==> src/rtl/uart_tx_serializer.sv <==
// UART transmit serializer: start bit, DATA_BITS data LSB-first, optional
// parity, 1 or 2 stop bits. Advances only on baud_clk strobes.
// Ports:
//   clk, rst_n  - system clock, async active-low reset
//   baud_clk    - one-clk strobe per bit period
//   i_data      - word to send, captured on accept (i_valid && o_ready)
//   i_valid     - upstream has data
//   o_ready     - one-deep holding register is empty
//   o_tx        - registered serial line, idle high
//   o_busy      - registered, high while a frame is on the line
module uart_tx_serializer #(
  parameter int DATA_BITS = 8,
  parameter int PARITY    = 0,
  parameter int STOP_BITS = 1
) (
  input  logic                 clk,
  input  logic                 rst_n,
  input  logic                 baud_clk,
  input  logic [DATA_BITS-1:0] i_data,
  input  logic                 i_valid,
  output logic                 o_ready,
  output logic                 o_tx,
  output logic                 o_busy
);

  typedef enum logic [2:0] {
    IDLE,
    START,
    DATA,
    PAR,
    STOP
  } state_t;

  localparam logic [2:0] LAST_BIT  = 3'(DATA_BITS - 1);
  localparam logic       LAST_STOP = 1'(STOP_BITS - 1);

  state_t                 state_q, state_d;
  logic [DATA_BITS-1:0]   shreg_q, shreg_d;
  logic [DATA_BITS-1:0]   hold_q;
  logic                   hold_full_q, hold_full_d;
  logic [2:0]             idx_q, idx_d;
  logic                   stop_q, stop_d;
  logic                   par_q, par_d;
  logic                   tx_q, tx_d;
  logic                   busy_q, busy_d;
  logic                   load;
  logic                   accept;

  assign accept  = i_valid && !hold_full_q;
  assign o_ready = !hold_full_q;
  assign o_tx    = tx_q;
  assign o_busy  = busy_q;

  always_comb begin
    state_d = state_q;
    shreg_d = shreg_q;
    idx_d   = idx_q;
    stop_d  = stop_q;
    par_d   = par_q;
    load    = 1'b0;
    if (baud_clk) begin
      case (state_q)
        IDLE: begin
          if (hold_full_q) load = 1'b1;
        end
        START: begin
          state_d = DATA;
          idx_d   = 3'd0;
        end
        DATA: begin
          shreg_d = shreg_q >> 1;
          idx_d   = idx_q + 3'd1;
          if (idx_q == LAST_BIT) begin
            state_d = (PARITY != 0) ? PAR : STOP;
            stop_d  = 1'b0;
          end
        end
        PAR: begin
          state_d = STOP;
          stop_d  = 1'b0;
        end
        STOP: begin
          if (stop_q == LAST_STOP) begin
            if (hold_full_q) load = 1'b1;
            else state_d = IDLE;
          end else begin
            stop_d = stop_q + 1'b1;
          end
        end
        default: state_d = IDLE;
      endcase
    end
    // Load from IDLE or straight out of the last stop bit (gapless).
    if (load) begin
      state_d = START;
      shreg_d = hold_q;
      idx_d   = 3'd0;
      stop_d  = 1'b0;
      par_d   = (PARITY == 1) ? ~(^hold_q) : ^hold_q;
    end
  end

  // Line value is computed from the next state so o_tx can be a flop.
  always_comb begin
    tx_d = 1'b1;
    case (state_d)
      IDLE:    tx_d = 1'b1;
      START:   tx_d = 1'b0;
      DATA:    tx_d = shreg_d[0];
      PAR:     tx_d = par_d;
      STOP:    tx_d = 1'b1;
      default: tx_d = 1'b1;
    endcase
    busy_d = (state_d != IDLE);
  end

  // Accept is only possible when empty, load only when full; accept
  // wins so a same-edge pair would leave the new word pending.
  assign hold_full_d = accept | (hold_full_q & ~load);

  always_ff @(posedge clk or negedge rst_n) begin
    if (!rst_n) begin
      state_q     <= IDLE;
      shreg_q     <= '0;
      hold_q      <= '0;
      hold_full_q <= 1'b0;
      idx_q       <= 3'd0;
      stop_q      <= 1'b0;
      par_q       <= 1'b0;
      tx_q        <= 1'b1;
      busy_q      <= 1'b0;
    end else begin
      state_q     <= state_d;
      shreg_q     <= shreg_d;
      hold_full_q <= hold_full_d;
      idx_q       <= idx_d;
      stop_q      <= stop_d;
      par_q       <= par_d;
      tx_q        <= tx_d;
      busy_q      <= busy_d;
      if (accept) hold_q <= i_data;
    end
  end

endmodule

==> config.mk <==
export PLATFORM = sky130hd
export DESIGN_NAME = uart_tx_serializer
export DESIGN_NICKNAME = d
export VERILOG_FILES = /design/src/rtl/uart_tx_serializer.sv
export SDC_FILE = /design/constraint.sdc
export NUM_CORES = 1
export LEC_CHECK = 0
export BUFFER_PORTS_ARGS = -buffer_cell sky130_fd_sc_hd__buf_2
export CAP_MARGIN = 20
export CORE_MARGIN = 8
export CORE_UTILIZATION = 38
export DETAILED_ROUTE_END_ITERATION = 8
export PLACE_DENSITY = 0.62
export RECOVER_POWER = 25
export SYNTH_ARGS = -nofsm -noshare
export SYNTH_HDL_FRONTEND = slang
export SYNTH_SLANG_ARGS = --single-unit
export TNS_END_PERCENT = 100
==> constraint.sdc <==
create_clock -name clk -period 3.9 [get_ports clk]
set_clock_uncertainty 0.1 [all_clocks]
set_input_delay 0.39 -clock clk [delete_from_list [all_inputs] [get_ports clk]]
set_output_delay 0.39 -clock clk [all_outputs]
set_load 0.05 [all_outputs]
==> reports/qor.tcl <==
set qor(postCtsSetupBuffers) 0
set qor(power_density_nw_per_um2) 866
set qor(ys_seq_area_share_pct) 52.4
set qor(async_s_r_ff_share_synth_pct) 100
set qor(synth_top_area_share_pct) 50.3
set qor(die_x_um) 73.2
set qor(globalRouteOverflowTotal) 0
set qor(cp_slowest_stage_delay_ps) 660
set qor(number_of_instances_in_the_synthesized_netlist) 106
set qor(globalRouteTotalUtil_pct) 9.43
set qor(total_leakage_power_nw) 0.614
set qor(num_antenna_cells) 0
set qor(synth_edf_count) 0
set qor(cts_hold_repair.buffers) 1
set qor(core_area_um2) 3080
set qor(totalWireLength_mm) 2.28
set qor(post_layout_nonfiller_instances) 163
set qor(worstPathArrival_ps) 2300
set qor(num_rows) 20
set qor(cts_inserted_buffers) 3
set qor(power.share.switching_pct) 38.1
set qor(synth_nets) 120
set qor(comb_power_share_pct) 41.4
set qor(hold_viol_final) 0
set qor(max_slew_headroom_pct) 7.12
set qor(grt_pass1_vias) 848
set qor(timing.final.crit_share_pct) 54.4
set qor(avgViaCountPerCell) 4.95
set qor(vdd.ir_drop.worst_mv) 0.391
set qor(totalNegativeSetupSlack_ps) 0
set qor(sequentialPowerShare_pct) 42.8
set qor(global_route_wire_length_before_repair_mm) 3.84
set qor(grt_max_degree) 27
set qor(fin_util_pct) 45.0
set qor(critPathRequiredTime_ps) 4080
set qor(cts-htree-levels) 1
set qor(maxClockFrequency_mhz) 471
set qor(worstSetupPathType) {flip-flop to flip-flop}
set qor(yosys_most_used_dff) {dfrtp_1}
set qor(syn_avg_cell_area_um2) 11.7
set qor(final-setup-viol-count) 0
set qor(synth_top_cell_by_area) {dfrtp_1}
set qor(layout-drive-gt1-share_pct) 22.7
set qor(final.setup.worst_slack_ps) 1780
set qor(syn2layout_area_growth_pct) 11.4
set qor(hpwlAfterDp_mm) 1.67
set qor(timing.final.max_slew_violations) 0
set qor(postPlaceCellArea_um2) 1320
set qor(cp_top_family) {simple AND/OR/NAND/NOR gates}
set qor(final_antenna_net_count) 0
set qor(int_pwr_w) 0.000743
set qor(synth_warnings) 0
set qor(drt_first_iter_violations) 26
set qor(status) {complete, no violations}
set qor(power.switching_w) 0.000456
set qor(crit_path_max_fanout) 11
set qor(layout.filler_cells) 300
set qor(top_level_ports) 15
set qor(postLayoutCellArea_um2) 1390
set qor(synth_top_cells_by_count) {25 x dfrtp_1, 8 x o21ai_0, 7 x inv_1, 7 x nor2_1, 7 x xnor2_1}
set qor(drc_violation_count_after_routing) 0
set qor(ys_types) 33
set qor(final.min_clock_period_ps) 2120
set qor(crit_path_cell_trace) {nor4bb_4, mux2i_1, a21oi_1, a311o_1}
set qor(critPathLaunchType) {flip-flop}
set qor(globalplace.congestion) 0.822
set qor(worstHoldPathType) {input port to flip-flop}
set qor(worst_skew_pair.late_latency_ps) 330
set qor(via_count_of_the_routed_design) 807
set qor(start_util_pct) 40.4
set qor(clock-root-buffer) {clkbuf_4}
set qor(detail_route.wl_per_cell_um) 14.0
set qor(clk_path_buf_depth) 2
set qor(buffer_ports.inserted) 14
set qor(place.detailed.instances) 158
set qor(synthTopCellsByArea) {dfrtp_1 50%, xnor2_1 4.9%, mux2_2 4.5%}
set qor(cts_tree) {built}
set qor(timing.critical_path.to_type) {flip-flop}
set qor(timing.max_cap.violations) 0
set qor(timing_worst_slew_pin_value_ps) 1390
set qor(synth_most_common_cell) {dfrtp_1}
set qor(worst_setup_hold_path_clk_slew_ps) 150
set qor(path_buf_inv) 0
set qor(dieHeight_um) 73.2
set qor(power_frac_clock_pct) 15.8
set qor(num-nets-final) 134
set qor(cpMaxStageDelayCell) {nor4bb_4}
set qor(synth-seq-cells) 26
set qor(total_die_area_um2) 5360
set qor(drt_first_pass_iters) 4
set qor(unrepaired_setup_endpoints_after_global_routing) {false}
set qor(post-place-ws_ps) 1730
set qor(mappedNetlistArea_um2) 1240
set qor(count_of_clock_tree_sinks) 26
set qor(cts_repair_resize_count) 0
set qor(number_of_antenna_violations_at_the_first_check_in_global_routing) 0
==> routing by layer <==
metal / track usage (%) / wire (um)
met1: 11.4 / 1030
met2: 14.5 / 1070
met3: 2.34 / 125
met4: 6.00 / 53
met5: 0 / 0
==> per-stage QoR <==
step	total power [W]	hold slack, ps
floorplan	0.000938	-5.59
global placement	0.00101	318
detailed placement	0.00102	324
CTS	0.00121	145
global route	0.00129	146
finish	0.00120	155
==> area by class of cell <==
| type | instances | area [um2] | area share, % |
|---|---|---|---|
| well taps | 44 | 55.1 | 3.97 |
| clock inverters | 1 | 30.0 | 2.17 |
| flip-flops and latches | 26 | 652 | 47.1 |
| clock buffers | 3 | 22.5 | 1.63 |
| inverters | 8 | 30.0 | 2.17 |
| repair buffers | 15 | 78.8 | 5.69 |
| multi-input cells | 66 | 517 | 37.3 |
==> worst register-to-register path, cell delays in order, from the launching register on <==
cell	delay [ps]
dfrtp_1	550
nor4bb_4	660
mux2i_1	320
a21oi_1	100
a311o_1	330
==> power groups by stage <==
| stage | clock (W) | combinational [W] | sequential (W) |
|---|---|---|---|
| floorplan | 0 | 0.000431 | 0.000506 |
| global placement | 0 | 0.000490 | 0.000515 |
| detailed placement | 0 | 0.000504 | 0.000519 |
| CTS | 0.000194 | 0.000504 | 0.000514 |
| global route | 0.000204 | 0.000552 | 0.000534 |
| finish | 0.000189 | 0.000496 | 0.000514 |
==> flip-flops by register name, summed over array words and instances, names as in the netlist <==
signal	flops
par_q	1
shreg_q	8
idx_q	3
o_tx	1
hold_q	8
o_busy	1
state_q	3
hold_full_q	1
==> cell usage in the layout (no fill, tap or decap), types with 3 or more instances in the layout <==
cell type	instances
o21ai_0	8
inv_1	7
dfrtp_1	25
mux2_1	4
clkbuf_4	3
a22oi_1	5
buf_2	13
mux2_2	5
nor2_1	7
nand2_1	5
xnor2_1	7
a21oi_1	3
==> cells by family after synthesis <==
kind of cell,after synthesis,share of synthesized area (%)
AOI/OAI and AO/OA,26,13.5
DFF,26,52.4
and+or+nand+nor,20,11.4
buffers and inverters,14,6.04
muxes,11,9.76
xor gates and xnor gates,7,4.93
adders and majority gates,2,2.01
==> final timing paths <==
path,cells after the start,to,startpoint,slack [ps]
hold / removal,2,hold_q[7],i_data[7],150
hold reg to reg,2,par_q,par_q,410
max in group asynchronous,2,shreg_q[5],rst_n,2100
setup / recovery,4,o_tx,state_q[0],1780
min in group asynchronous,2,o_busy,rst_n,780
setup reg to reg,4,o_tx,state_q[0],1780
Note: power is estimated with default switching activity, not from simulation.
